### config.mk
export PLATFORM = sky130hd
export DESIGN_NAME = harpoon_bank
export DESIGN_NICKNAME = d
export VERILOG_FILES = /design/src/rtl/harpoon_bank.sv
export SDC_FILE = /design/constraint.sdc
export NUM_CORES = 1
export LEC_CHECK = 0
export ABC_CLOCK_PERIOD_IN_PS = 5900
export CORE_UTILIZATION = 56
export DETAILED_ROUTE_END_ITERATION = 7
export PLACE_DENSITY = 0.95
export RECOVER_POWER = 50
export SYNTH_ARGS = -nofsm -noshare
export SYNTH_HDL_FRONTEND = slang
export SYNTH_SLANG_ARGS = --single-unit
export TNS_END_PERCENT = 20
### constraint.sdc
create_clock -name frame_clk -period 5.9 [get_ports frame_clk]
set_input_delay 1.77 -clock frame_clk [delete_from_list [all_inputs] [get_ports frame_clk]]
set_output_delay 1.77 -clock frame_clk [all_outputs]
set_load 0.02 [all_outputs]
### src/rtl/harpoon_bank.sv
// harpoon_bank: multi-slot harpoon controller for one player.
// Fire edge launch, double/sticky modes, per-slot hit and pixel test.
module harpoon_bank #(
  parameter int NUM_SHOTS    = 2,
  parameter int SPEED        = 5,
  parameter int Y_MIN        = 0,
  parameter int X_OFFSET     = 20,
  parameter int STICK_FRAMES = 60,
  parameter int FLOOR_Y      = 398
) (
  input  logic                   frame_clk,
  input  logic                   Reset,
  input  logic [1:0]             game_on,
  input  logic                   fire,
  input  logic [1:0]             mode,
  input  logic                   freeze,
  input  logic                   inplay,
  input  logic [9:0]             PlayerX,
  input  logic [9:0]             PlayerY,
  input  logic [NUM_SHOTS-1:0]   hit,
  input  logic [9:0]             DrawX,
  input  logic [9:0]             DrawY,
  output logic [10*NUM_SHOTS-1:0] BulletX,
  output logic [10*NUM_SHOTS-1:0] BulletY,
  output logic [NUM_SHOTS-1:0]   active,
  output logic                   shot_fired,
  output logic                   bullet_on
);

  typedef enum logic [1:0] {
    IDLE  = 2'd0,
    RISE  = 2'd1,
    STUCK = 2'd2
  } state_t;

  localparam int CW = $clog2(STICK_FRAMES + 1);
  localparam logic [CW-1:0] STICK_INIT = CW'(STICK_FRAMES - 1);
  localparam logic [9:0] Y_TH  = 10'(Y_MIN + SPEED);
  localparam logic [9:0] Y_LO  = 10'(Y_MIN);
  localparam logic [9:0] SPD   = 10'(SPEED);
  localparam logic [9:0] X_OFS = 10'(X_OFFSET);
  localparam logic [9:0] FLOOR = 10'(FLOOR_Y);

  logic                 run;
  logic                 fire_prev_q, fire_prev_d;
  logic                 shot_q, shot_d;
  logic                 fire_edge;
  logic                 launch;
  logic [NUM_SHOTS-1:0] idle;
  logic [NUM_SHOTS-1:0] sel;
  logic [NUM_SHOTS-1:0] on;
  logic [2:0]           n_act;
  logic [2:0]           limit;

  assign run       = (game_on == 2'd1);
  assign fire_edge = fire & ~fire_prev_q;

  // Launch arbitration: lowest idle slot, gated by mode-dependent limit.
  always_comb begin
    n_act = 3'd0;
    for (int k = 0; k < NUM_SHOTS; k++) begin
      if (!idle[k]) n_act = n_act + 3'd1;
    end
    limit = 3'd1;
    if (mode == 2'd1 || mode == 2'd2) limit = 3'(NUM_SHOTS);
    sel         = idle & (~idle + 1'b1);
    launch      = run & ~freeze & fire_edge & (|idle) & (n_act < limit);
    shot_d      = launch;
    fire_prev_d = fire;
  end

  // Edge detector and launch pulse registers.
  always_ff @(posedge frame_clk) begin
    if (Reset) begin
      fire_prev_q <= 1'b1;
      shot_q      <= 1'b0;
    end else begin
      fire_prev_q <= fire_prev_d;
      shot_q      <= shot_d;
    end
  end

  for (genvar i = 0; i < NUM_SHOTS; i++) begin : g_slot
    state_t          st_q, st_d;
    logic [9:0]      x_q, x_d;
    logic [9:0]      y_q, y_d;
    logic [CW-1:0]   cnt_q, cnt_d;
    logic            sticky_q, sticky_d;

    // Slot next-state: track player when idle, rise, stick, launch.
    always_comb begin
      st_d     = st_q;
      x_d      = x_q;
      y_d      = y_q;
      cnt_d    = cnt_q;
      sticky_d = sticky_q;
      if (!run) begin
        st_d = IDLE;
        x_d  = PlayerX;
        y_d  = PlayerY;
      end else if (!freeze) begin
        unique case (st_q)
          IDLE: begin
            x_d = PlayerX;
            y_d = PlayerY;
          end
          RISE: begin
            if (hit[i]) begin
              st_d = IDLE;
            end else if (y_q > Y_TH) begin
              y_d = y_q - SPD;
            end else begin
              y_d = Y_LO;
              if (sticky_q) begin
                st_d  = STUCK;
                cnt_d = STICK_INIT;
              end else begin
                st_d = IDLE;
              end
            end
          end
          STUCK: begin
            y_d = Y_LO;
            if (hit[i]) begin
              st_d = IDLE;
            end else if (cnt_q == '0) begin
              st_d = IDLE;
            end else begin
              cnt_d = cnt_q - 1'b1;
            end
          end
          default: st_d = IDLE;
        endcase
        if (launch && sel[i]) begin
          st_d     = RISE;
          x_d      = PlayerX + X_OFS;
          y_d      = PlayerY;
          sticky_d = (mode == 2'd2);
        end
      end
    end

    // Slot state registers.
    always_ff @(posedge frame_clk) begin
      if (Reset) begin
        st_q     <= IDLE;
        x_q      <= '0;
        y_q      <= '0;
        cnt_q    <= '0;
        sticky_q <= 1'b0;
      end else begin
        st_q     <= st_d;
        x_q      <= x_d;
        y_q      <= y_d;
        cnt_q    <= cnt_d;
        sticky_q <= sticky_d;
      end
    end

    assign idle[i]          = (st_q == IDLE);
    assign active[i]        = ~idle[i];
    assign BulletX[10*i+:10] = x_q;
    assign BulletY[10*i+:10] = y_q;
    assign on[i] = active[i] & (DrawX == x_q) &
                   (DrawY > y_q) & (DrawY < FLOOR);
  end

  assign shot_fired = shot_q;
  assign bullet_on  = inplay & ~freeze & (|on);

endmodule

---- Word level (Yosys, flattened, before mapping) ----
Index checks and enable logic that the tools add are counted.
storage, ports and cells
  latch bits .............................. 0
  word-level logic and storage cells ...... 148
  output and inout bits ................... 44
  memory bits (read-only) ................. 0
  input bits .............................. 51
  memories kept ........................... 0
  RAM bits ................................ 0
  register bits ........................... 60
operators by class
  shifts and indexed selects .............. 0
  div/mod/pow operators ................... 0
  muxes and demuxes ....................... 49
  $add $sub $neg .......................... 7
  bitwise operators ....................... 20
  reduce and logical (&&, ||, !) cells .... 22
  equal/unequal tests ..................... 32
  multipliers ............................. 0
  order comparisons ....................... 6
operators with widths
  operator                                                         number
  two-way mux 10 bit                                               18
  two-way mux 6 bit                                                10
  one-hot mux 10 bit (3 select lines)                              2
  two-way mux 2 bit                                                13
  != test 4 bit (second input constant)                            6
  one-hot mux 6 bit (2 select lines)                               2
  != test 2 bit (second input constant)                            11
  == test 10 bit                                                   2
  greater-than comparator 10 bit                                   2
  greater-than comparator 10 x 3 -> 1 bit (second input constant)  2
  subtractor 10 x 3 -> 10 bit (second input constant)              2
  AND reduction 8 bit                                              2
  bitwise AND 1 bit                                                13
  logical NOT 6 bit                                                2
  one-hot mux 2 bit (3 select lines)                               2
  AND reduction 3 bit                                              4
  subtractor 6 x 1 -> 6 bit (second input constant)                2
  adder 10 x 5 -> 10 bit (second input constant)                   1
  less-than comparator 10 x 9 -> 1 bit (second input constant)     1
  != test 5 x 1 -> 1 bit (second input constant)                   2
  == test 2 x 1 -> 1 bit (second input constant)                   4
  AND reduction 4 bit                                              2
  == test 2 bit (second input constant)                            3
  != test 3 x 1 -> 1 bit (second input constant)                   2
  other kinds (15)                                                 26

---- Depth between registers and ports, before layout ----
Gate-level depths: netlist of the first run.
  depth in word-level cells ............... 10
  depth in mapped cells ................... 12
  mapped depth without buffers ............ 10

---- Least setup slack after synthesis of the first run ----
OpenSTA, ideal clock, no wires.
  kind .................................... input to output
  from .................................... input freeze
  to ...................................... output bullet_on
  stages on the path ...................... 3
  path buffers ............................ 1
  data required time ...................... 4130 ps
  arrival time ............................ 2977 ps
  slack ................................... 1153 ps
  path through ............................ clkbuf_1 -> or4b_2 -> a21oi_1
between the ends
  word-level cells in the longest chain between the ends .. 3
ends and longest elaborated chain
  item                             line  RTL
  start: declaration               16    input logic freeze,
  NOT 1 bit (no source line)       n/a
  bitwise AND 1 bit (2 in series)  169   assign bullet_on = inplay & ~freeze & (|on);
  end: declaration                 27    output logic bullet_on
Every way passes these cells.

---- Final worst setup path of the first run ----
  from .................................... input DrawY[7]
  to ...................................... output bullet_on
between the ends
  word-level cells in the longest chain between the ends .. 5
ends and longest elaborated chain
  item                            line  RTL
  start: declaration              22    input logic [9:0] DrawY,
  greater-than comparator 10 bit  165   (DrawY > y_q) & (DrawY < FLOOR);
  bitwise AND 1 bit               164   assign on[i] = active[i] & (DrawX == x_q) &
  bitwise AND 1 bit               165
  OR reduction 2 bit *            169
  bitwise AND 1 bit *             169
Mark *: on every way between the ends. The rest lies on a longest branch, timed or not.

==> results.py, run 1 <==
metrics = {
    "run_status": {
        "violations": "max-capacitance violations, max-slew violations",
        "status": "finished, violations left",
    },
    "synth": {
        "synth_warnings": 0,
        "yosysTopAreaCell": "dfxtp_1",
        "yosysTopAreaCellShare_pct": 27.5,
        "ys_seq_area_share_pct": 27.5,
        "ys_ff_latch": 60,
        "synthTopCellsByArea": "dfxtp_1 (27%), ha_1 (11%), xnor2_1 (5.2%)",
        "syn-cell-area_um2": 4370,
        "syn_inst": 526,
        "ys_types": 63,
        "synth_fp_nets": 617,
        "post_synth.cell_area_avg_um2": 8.31,
        "ys_async_sr_fraction_pct": 0,
        "synth_edf_count": 0,
        "ys.flop_type": "dfxtp_1",
    },
    "pwr": {
        "clock_power_share_pct": 32.3,
        "p_per_area_nw_per_um2": 187,
        "swShare_pct": 32.6,
        "ir_worst_vdd_mv": 0.117,
        "finalPower_mw": 1.03,
        "p_comb_share_pct": 24.4,
        "internal_power_mw": 0.696,
        "p_seq_share_pct": 43.3,
        "p_leak_nw": 2.11,
        "p_sw_mw": 0.336,
    },
    "worst_setup_path": {
        "critPathSlowestCell": "clkdlybuf4s50_1",
        "r2r_end": "g_slot[0].y_q[4]",
        "max_stage_delay_ps": 460,
        "cp-end-kind": "primary output",
        "r2r_slack_ps": 2380,
        "critPathTopFamily": "buffers and inverters",
        "start_kind": "primary input",
        "path_max_fanout": 3,
        "crit_buf_inv": 2,
        "path_cells": "clkdlybuf4s50_1, ha_1, nand4_1, nor3_1, nor4_1, o21ai_0, a21oi_1, dlymetal6s2s_1",
        "rr_worst_depth": 10,
        "worstPathRequired_ps": 4130,
        "timing.rr.start": "g_slot[1].st_q[0]",
        "crit_type": "primary input to primary output",
        "crit_arrival_ps": 3770,
    },
    "sta": {
        "rsz0062_at_grt": "no",
        "max_freq_mhz": 181,
        "fin_hold_ws_ps": 488,
        "worst_slew_pin_slew_ps": 2580,
        "finalWorstSetupSlack_ps": 365,
        "slew_headroom_pct": -72.0,
        "period_minus_slack_ps": 5540,
        "finClkSkew_ps": 10.2,
        "setup_tns_ps": 0,
        "setup_viol_count_final": 0,
        "slew_viol_final": 56,
        "hold_viol": 0,
        "min_period_over_period_pct": 93.8,
    },
    "cts": {
        "path_clk_slew_ps": 70,
        "cts_buffer_depth": 2,
        "cts_tree": "built",
        "clock_latency_ps": 350,
        "cts.sink_count": 60,
        "root_buffer": "clkbuf_8",
        "htree_levels": 3,
        "cts_hold_buffers": 0,
        "cts_made_buffers": 9,
    },
    "global_routing": {
        "grt.overflow.total": 0,
        "grt_pass1_vias": 4377,
        "grt.met3_usage_pct": 8.08,
        "grt_pass1_wl_um": 21300,
        "use_met1_pct": 39.1,
        "use_met2_pct": 52.0,
        "grt_max_degree": 56,
        "antenna_found_initial": 0,
        "grt_usage_pct": 32.6,
        "busiest_layer": "met2",
    },
    "route": {
        "vias": 4666,
        "drt_iter0_drc": 383,
        "drt-total-wl_um": 13500,
        "drc": 0,
        "first_pass_iters": 5,
        "viasPerCell": 6.51,
        "routedWlPerCell_um": 18.8,
        "antenna_left": 0,
    },
    "floorplan": {
        "die_h_um": 90.3,
        "die_w_um": 90.3,
        "core_um2": 7410,
        "boundaryPins": 95,
        "die_area_um2": 8160,
        "initial_core_util_pct": 59.0,
        "std_cell_rows": 31,
    },
    "flow_run": {
        "drv_cap": 1,
    },
    "place": {
        "place_ws_ps": 93.7,
        "routabilityCongestion": 0.967,
        "dpl.cell_count": 701,
        "place_area_um2": 5350,
        "hpwl_um": 10100,
        "io_buffers": 94,
    },
    "cells_and_area": {
        "fin_cells": 717,
        "num_antenna_cells": 0,
        "fin_util_pct": 74.5,
        "final_common_cell": "dfxtp_1",
        "drive_gt1_share_pct": 5.34,
        "synthToLayoutAreaGrowth_pct": 26.3,
        "fin_area_um2": 5520,
        "fin_nets": 704,
        "most-common-layout-cells": "dfxtp_1 (60), clkdlybuf4s50_1 (51), nor2_1 (41), dlygate4sd3_1 (41), ha_1 (40)",
    },
    "hold_path": {
        "whs_path_depth": 1,
        "min_from": "g_slot[0].cnt_q[5]",
        "hold_path_class": "flip-flop to flip-flop",
        "min_to": "g_slot[0].cnt_q[5]",
    },
}
==> worst max-delay path by stage <==
stage	to	startpoint	depth (start not counted)
final	bullet_on	DrawY[7]	8
after global routing	bullet_on	DrawY[8]	8
after CTS	bullet_on	DrawY[7]	8
after detailed placement	bullet_on	DrawY[7]	8
after global placement	bullet_on	DrawY[7]	8
after floorplan	bullet_on	freeze	3
==> cells by family after synthesis <==
| logic type | Yosys count | share of synthesized area (%) |
|---|---|---|
| flip-flops | 60 | 27.5 |
| XOR/XNOR | 30 | 6.01 |
| multiplexers | 16 | 3.66 |
| AO/OA/AOI/OAI | 144 | 25.2 |
| adder cells (fa/ha/maj) | 40 | 11.5 |
| AND/OR/NAND/NOR | 177 | 20.7 |
| buffers and inverters | 59 | 5.50 |
==> state kept, by name (all words and copies together), names as in the netlist <==
signal,flops
g_slot.st_q,4
shot_fired,1
g_slot.cnt_q,12
g_slot.sticky_q,2
fire_prev_q,1
g_slot.y_q,20
g_slot.x_q,20
==> cells in the mapped netlist (11+ instances only) <==
library cell / n
a311oi_1: 14
mux2i_1: 16
ha_1: 40
o21ai_0: 13
nor3_1: 21
nand2_1: 38
a211oi_1: 17
clkbuf_1: 14
nand4_1: 14
dfxtp_1: 60
inv_1: 38
nor4_1: 12
xnor2_1: 26
o32ai_1: 11
o21ai_1: 11
a21oi_1: 36
nor2_1: 41
==> power groups by stage <==
stage / clock network [mW] / logic [mW] / registers [mW]
after floorplan: 0 / 0.118 / 0.472
after CTS: 0.333 / 0.254 / 0.446
after global placement: 0 / 0.244 / 0.455
after detailed placement: 0 / 0.252 / 0.456
after global routing: 0.357 / 0.269 / 0.449
final: 0.333 / 0.252 / 0.447
==> layout make-up <==
type	count	area [µm²]
flip-flops and latches	60	1200
repair buffers	96	950
clock inverters	5	27.5
well taps	99	124
multi-input cells	407	2930
fillers	527	1890
inverters	39	146
clock buffers	11	141
==> routing by layer <==
| metal | routed length, µm | vias up |
|---|---|---|
| li1 | - | 2151 |
| met1 | 5360 | 2178 |
| met2 | 6220 | 281 |
| met3 | 1190 | 56 |
| met4 | 692 | 0 |
| met5 | 0 | - |
==> what timing repair did <==
| item | 4_1_cts | 5_1_grt |
|---|---|---|
| endpoints found under the setup margin | 0 | 1 |
| gates resized for setup | 0 | 1 |
| buffers inserted | 0 | 0 |
No activity file was read; power rests on OpenSTA's default activity.
==> run 2: changes to the inputs <==
--- a/config.mk
+++ b/config.mk
@@ -6,9 +6,9 @@
 export NUM_CORES = 1
 export LEC_CHECK = 0
 export ABC_CLOCK_PERIOD_IN_PS = 5900
-export CORE_UTILIZATION = 56
+export CORE_UTILIZATION = 45
 export DETAILED_ROUTE_END_ITERATION = 7
-export PLACE_DENSITY = 0.95
+export PLACE_DENSITY = 0.82
 export RECOVER_POWER = 50
 export SYNTH_ARGS = -nofsm -noshare
 export SYNTH_HDL_FRONTEND = slang
==> run 2 against run 1 <==
The run still ends with max-capacitance violations, max-slew violations left. Wire length shrank 1.8%. Highest routed layer unchanged. Flip-flop and latch count is the same. Clock power grew 15%. Critical path type unchanged. Design area grew 1.5%. Via count shrank 2.7%. Critical endpoint unchanged. Fmax shrank 0.18%. Core utilization shrank 14 points. Total power grew 4.4%. First-iteration DRC count shrank 24%.
==> results.py, run 2 (synthesized netlist as in run 1, its figures left out) <==
metrics = {
    "route": {
        "viasPerCell": 6.07,
        "vias": 4542,
        "first_pass_iters": 5,
        "drt_iter0_drc": 290,
        "drc": 0,
        "routedWlPerCell_um": 17.7,
        "drt-total-wl_um": 13200,
        "antenna_left": 0,
    },
    "global_routing": {
        "grt.overflow.total": 0,
        "use_met1_pct": 33.6,
        "grt_usage_pct": 26.4,
        "grt_max_degree": 56,
        "grt_pass1_wl_um": 21000,
        "busiest_layer": "met2",
        "grt_pass1_vias": 4324,
        "use_met2_pct": 43.4,
        "grt.met3_usage_pct": 3.95,
        "antenna_found_initial": 0,
    },
    "cts": {
        "cts_tree": "built",
        "htree_levels": 3,
        "cts_made_buffers": 9,
        "cts.sink_count": 60,
        "root_buffer": "clkbuf_8",
        "path_clk_slew_ps": 70,
        "postCtsSetupBuffers": 0,
        "clock_latency_ps": 340,
        "cts_buffer_depth": 2,
    },
    "worst_setup_path": {
        "max_stage_delay_ps": 480,
        "crit_buf_inv": 2,
        "path_cells": "clkdlybuf4s50_1, ha_1, nand4_1, nor3_1, nor4_1, o21ai_0, a21oi_1, dlymetal6s2s_1",
        "start_kind": "primary input",
        "path_max_fanout": 3,
        "timing.rr.start": "g_slot[1].st_q[0]",
        "cp-end-kind": "primary output",
        "r2r_end": "g_slot[1].y_q[0]",
        "rr_worst_depth": 10,
        "r2r_slack_ps": 2350,
        "worstPathRequired_ps": 4130,
        "critPathTopFamily": "buffers and inverters",
        "crit_type": "primary input to primary output",
        "critPathSlowestCell": "clkdlybuf4s50_1",
        "crit_arrival_ps": 3780,
    },
    "cells_and_area": {
        "most-common-layout-cells": "dfxtp_1 (60), clkdlybuf4s50_1 (51), nor2_1 (41), dlygate4sd3_1 (41), ha_1 (40)",
        "fin_util_pct": 60.1,
        "final_common_cell": "dfxtp_1",
        "fin_cells": 748,
        "num_antenna_cells": 0,
        "drive_gt1_share_pct": 5.65,
        "fin_area_um2": 5600,
        "fin_nets": 705,
        "reg.largest.list": "g_slot.x_q x20, g_slot.y_q x20, g_slot.cnt_q x12",
        "synthToLayoutAreaGrowth_pct": 28.2,
    },
    "pwr": {
        "p_leak_nw": 2.13,
        "clock_power_share_pct": 35.5,
        "p_comb_share_pct": 23.1,
        "p_per_area_nw_per_um2": 192,
        "p_sw_mw": 0.326,
        "internal_power_mw": 0.752,
        "finalPower_mw": 1.08,
        "p_seq_share_pct": 41.4,
        "ir_worst_vdd_mv": 0.0948,
        "swShare_pct": 30.2,
    },
    "floorplan": {
        "die_h_um": 101,
        "std_cell_rows": 35,
        "boundaryPins": 95,
        "die_area_um2": 10100,
        "core_um2": 9330,
        "initial_core_util_pct": 46.9,
        "die_w_um": 101,
    },
    "sta": {
        "slew_headroom_pct": -72.3,
        "rsz0062_at_grt": "no",
        "worst_slew_pin_slew_ps": 2590,
        "finalWorstSetupSlack_ps": 355,
        "min_period_over_period_pct": 94.0,
        "setup_tns_ps": 0,
        "period_minus_slack_ps": 5550,
        "finClkSkew_ps": 9.92,
        "max_freq_mhz": 180,
        "setup_viol_count_final": 0,
        "hold_viol": 0,
        "slew_viol_final": 56,
        "fin_hold_ws_ps": 477,
    },
    "place": {
        "place_area_um2": 5400,
        "io_buffers": 94,
        "place_ws_ps": 31.3,
        "hpwl_um": 10300,
        "routabilityCongestion": 0.941,
        "dpl.cell_count": 732,
    },
    "flow_run": {
        "drv_cap": 1,
    },
    "hold_path": {
        "hold_path_class": "flip-flop to flip-flop",
        "whs_path_depth": 2,
        "min_from": "g_slot[1].sticky_q",
        "min_to": "g_slot[1].sticky_q",
    },
    "run_status": {
        "violations": "max-capacitance violations, max-slew violations",
        "status": "finished, violations left",
    },
}
## run 2: cell count changes in the layout (fill, tap and decap cells not counted)
| cell | previous run | this run |
|---|---|---|
| nor4_1 | 12 | 11 |
| bufinv_16 | 0 | 1 |
| clkinv_2 | 4 | 2 |
| clkbuf_8 | 10 | 11 |
| buf_4 | 1 | 2 |
| nor4_2 | 0 | 1 |
## run 2: timing repair
item / CTS / global route
endpoints found under the setup margin: 1 / 1
gates resized for setup: 1 / 1
hold buffers: 0 / 0
## run 2: worst min-delay path: stages (launching register included)
cell     delay (ps)
dfxtp_1         330
nand2_1          60
a21oi_1          50
## run 2: final cells by class
cell class	instances	area (µm²)
Clock buffer	12	155
Clock inverter	4	47.5
Fill cell	852	3720
Inverter	39	146
Multi-Input combinational cell	407	2940
Sequential cell	60	1200
Tap cell	129	161
Timing Repair Buffer	97	957
## run 2: layer usage
metal  routed length, µm  vias to the layer above
li1                    -                     2152
met1                5560                     2142
met2                6190                      211
met3                 925                       37
met4                 536                        0
met5                   0                        -
## run 2: worst max path at each step
| stage | end | slack (ps) | start | depth (start not counted) |
|---|---|---|---|---|
| global route | bullet_on | 230 | DrawY[7] | 8 |
| global placement | bullet_on | 160 | DrawY[7] | 8 |
| finish | bullet_on | 350 | DrawY[7] | 8 |
| floorplan | bullet_on | 1150 | freeze | 3 |
| detailed placement | bullet_on | 30 | DrawY[7] | 8 |
| CTS | bullet_on | 20 | DrawY[7] | 8 |
## run 2: power by group through the flow
| stage | clock network (mW) | registers, mW | logic [mW] |
|---|---|---|---|
| final | 0.382 | 0.447 | 0.249 |
| after global placement | 0 | 0.455 | 0.246 |
| after CTS | 0.385 | 0.447 | 0.253 |
| after floorplan | 0 | 0.472 | 0.118 |
| after global routing | 0.403 | 0.449 | 0.270 |
| after detailed placement | 0 | 0.456 | 0.252 |
==> run 3: changes to the inputs <==
--- a/config.mk
+++ b/config.mk
@@ -6,9 +6,10 @@
 export NUM_CORES = 1
 export LEC_CHECK = 0
 export ABC_CLOCK_PERIOD_IN_PS = 5900
-export CORE_UTILIZATION = 45
+export CORE_UTILIZATION = 55
+export CTS_CLUSTER_SIZE = 20
 export DETAILED_ROUTE_END_ITERATION = 7
-export PLACE_DENSITY = 0.82
+export PLACE_DENSITY = 0.95
 export RECOVER_POWER = 50
 export SYNTH_ARGS = -nofsm -noshare
 export SYNTH_HDL_FRONTEND = slang
==> run 3 against run 2 <==
The run still ends with max-capacitance violations, max-slew violations left. Critical path depth unchanged. Cell count down 3.6%. Global-route usage up 7.4 points. Non-clock buffer count unchanged. Count of clock-buffer cells in the layout unchanged. Setup slack better by 50 ps. Worst hold slack better by 20 ps. First-iteration DRC count up 81%. Clock skew up 1.9 ps. Clock power up 2%. Fmax up 0.90%. Largest cell class unchanged. Highest routed layer unchanged.
==> results.py, run 3 (synthesized netlist as in run 1, its figures left out) <==
metrics = {
    "pwr": {
        "ir_worst_vdd_mv": 0.135,
        "p_per_area_nw_per_um2": 196,
        "p_sw_mw": 0.337,
        "swShare_pct": 31.0,
        "clock_power_share_pct": 35.6,
        "internal_power_mw": 0.752,
        "p_comb_share_pct": 23.4,
        "p_leak_nw": 2.13,
        "p_seq_share_pct": 41.0,
    },
    "sta": {
        "setup_viol_count_final": 0,
        "hold_viol": 0,
        "slew_headroom_pct": -72.0,
        "rsz0062_at_grt": "no",
        "setup_tns_ps": 0,
        "worst_slew_pin_slew_ps": 2580,
        "min_period_over_period_pct": 93.1,
        "finClkSkew_ps": 11.8,
        "period_minus_slack_ps": 5500,
        "max_freq_mhz": 182,
        "slew_viol_final": 56,
    },
    "route": {
        "first_pass_iters": 5,
        "routedWlPerCell_um": 19.2,
        "vias": 4740,
        "drt_iter0_drc": 526,
        "drt-total-wl_um": 13900,
        "drc": 0,
        "antenna_left": 0,
        "viasPerCell": 6.57,
    },
    "global_routing": {
        "grt_usage_pct": 33.8,
        "grt_pass1_vias": 4580,
        "antenna_found_initial": 0,
        "grt_max_degree": 56,
        "grt.overflow.total": 0,
        "grt_pass1_wl_um": 22300,
    },
    "flow_run": {
        "drv_cap": 1,
    },
    "cells_and_area": {
        "fin_nets": 705,
        "most-common-layout-cells": "dfxtp_1 (60), clkdlybuf4s50_1 (50), dlygate4sd3_1 (42), nor2_1 (41), ha_1 (40)",
        "synthToLayoutAreaGrowth_pct": 27.3,
        "fillers": 571,
        "reg.largest.list": "g_slot.x_q x20, g_slot.y_q x20, g_slot.cnt_q x12",
        "drive_gt1_share_pct": 5.49,
        "final_common_cell": "dfxtp_1",
        "fin_area_um2": 5560,
        "num_antenna_cells": 0,
    },
    "worst_setup_path": {
        "crit_type": "primary input to primary output",
        "r2r_slack_ps": 2320,
        "path_max_fanout": 3,
        "crit_arrival_ps": 3730,
        "start_kind": "primary input",
        "cp-end-kind": "primary output",
        "worstPathRequired_ps": 4130,
    },
    "run_status": {
        "violations": "max-capacitance violations, max-slew violations",
        "status": "finished, violations left",
    },
    "hold_path": {
        "hold_path_class": "flip-flop to flip-flop",
    },
    "cts": {
        "postCtsSetupBuffers": 0,
        "root_buffer": "clkbuf_8",
        "cts_made_buffers": 9,
        "clock_latency_ps": 360,
        "path_clk_slew_ps": 60,
        "cts.sink_count": 60,
        "cts_buffer_depth": 2,
        "cts_tree": "built",
        "htree_levels": 3,
    },
    "floorplan": {
        "std_cell_rows": 32,
        "initial_core_util_pct": 56.9,
        "boundaryPins": 95,
        "die_h_um": 91.1,
        "die_area_um2": 8310,
        "die_w_um": 91.1,
        "core_um2": 7690,
    },
    "place": {
        "routabilityCongestion": 0.987,
        "hpwl_um": 10100,
        "io_buffers": 94,
        "place_area_um2": 5360,
    },
}
==> run 3: cell count changes in the layout (fill, tap and decap cells not counted), sizes merged <==
cell           previous run  this run
dlygate4sd3              41        42
clkbuf                   13        14
buf                       3         2
clkdlybuf4s50            51        50
==> run 3: metal layers <==
layer | routed length (µm) | global-route usage (%) | vias to the layer above
met5 | 0 | 0 | -
met4 | 734 | 21.7 | 0
met3 | 1350 | 5.78 | 78
met2 | 6500 | 57.2 | 329
met1 | 5280 | 39.5 | 2179
li1 | - | - | 2154
==> run 3: timing repair <==
item / CTS / global route
hold endpoints to repair: 0 / 0
hold buffers: 0 / 0
gates resized for setup: 0 / 1
setup endpoints to repair: 0 / 1
==> run 3: power by group through the flow <==
stage | logic [mW] | clock network [mW] | registers (mW)
final | 0.255 | 0.388 | 0.446
after global routing | 0.274 | 0.405 | 0.448
after CTS | 0.257 | 0.389 | 0.446
after detailed placement | 0.254 | 0 | 0.455
after global placement | 0.243 | 0 | 0.454
after floorplan | 0.118 | 0 | 0.472
==> run 3: worst max-delay path, stage by stage <==
cell and delay (ps):
clkdlybuf4s50_1 470, ha_1 360, nand4_1 140, nor3_1 80, nor4_1 330, o21ai_0 180, a21oi_1 150, dlymetal6s2s_1 240
==> run 3: final timing paths <==
path,from,endpoint,depth (start not counted)
max reg2reg,g_slot[1].st_q[0],g_slot[1].y_q[8],11
min,g_slot[1].cnt_q[5],g_slot[1].cnt_q[5],1
min reg2reg,g_slot[1].cnt_q[5],g_slot[1].cnt_q[5],1
max,DrawY[7],bullet_on,8
==> run 3: metrics by stage <==
stage          instances  setup slack (ps)  power [mW]  utilization [%]  hold slack [ps]
2_1_floorplan        526              1150       0.591                -              449
3_3_place_gp         704               215       0.697             69.7              465
3_5_place_dp         704              56.3       0.709             69.7              470
4_1_cts              720              44.0        1.09             72.3              490
5_1_grt              721               191        1.13             72.3              512
6_report             721               404        1.09             72.3              497
==> run 3: final cells by class <==
| cell class | instances | area [µm²] | area share [%] |
|---|---|---|---|
| tap | 102 | 128 | 2.29 |
| multi-input combinational | 407 | 2930 | 52.7 |
| inverter | 39 | 146 | 2.63 |
| timing repair buffer | 97 | 955 | 17.2 |
| clock inverter | 4 | 47.5 | 0.855 |
| sequential | 60 | 1200 | 21.6 |
| clock buffer | 12 | 155 | 2.79 |
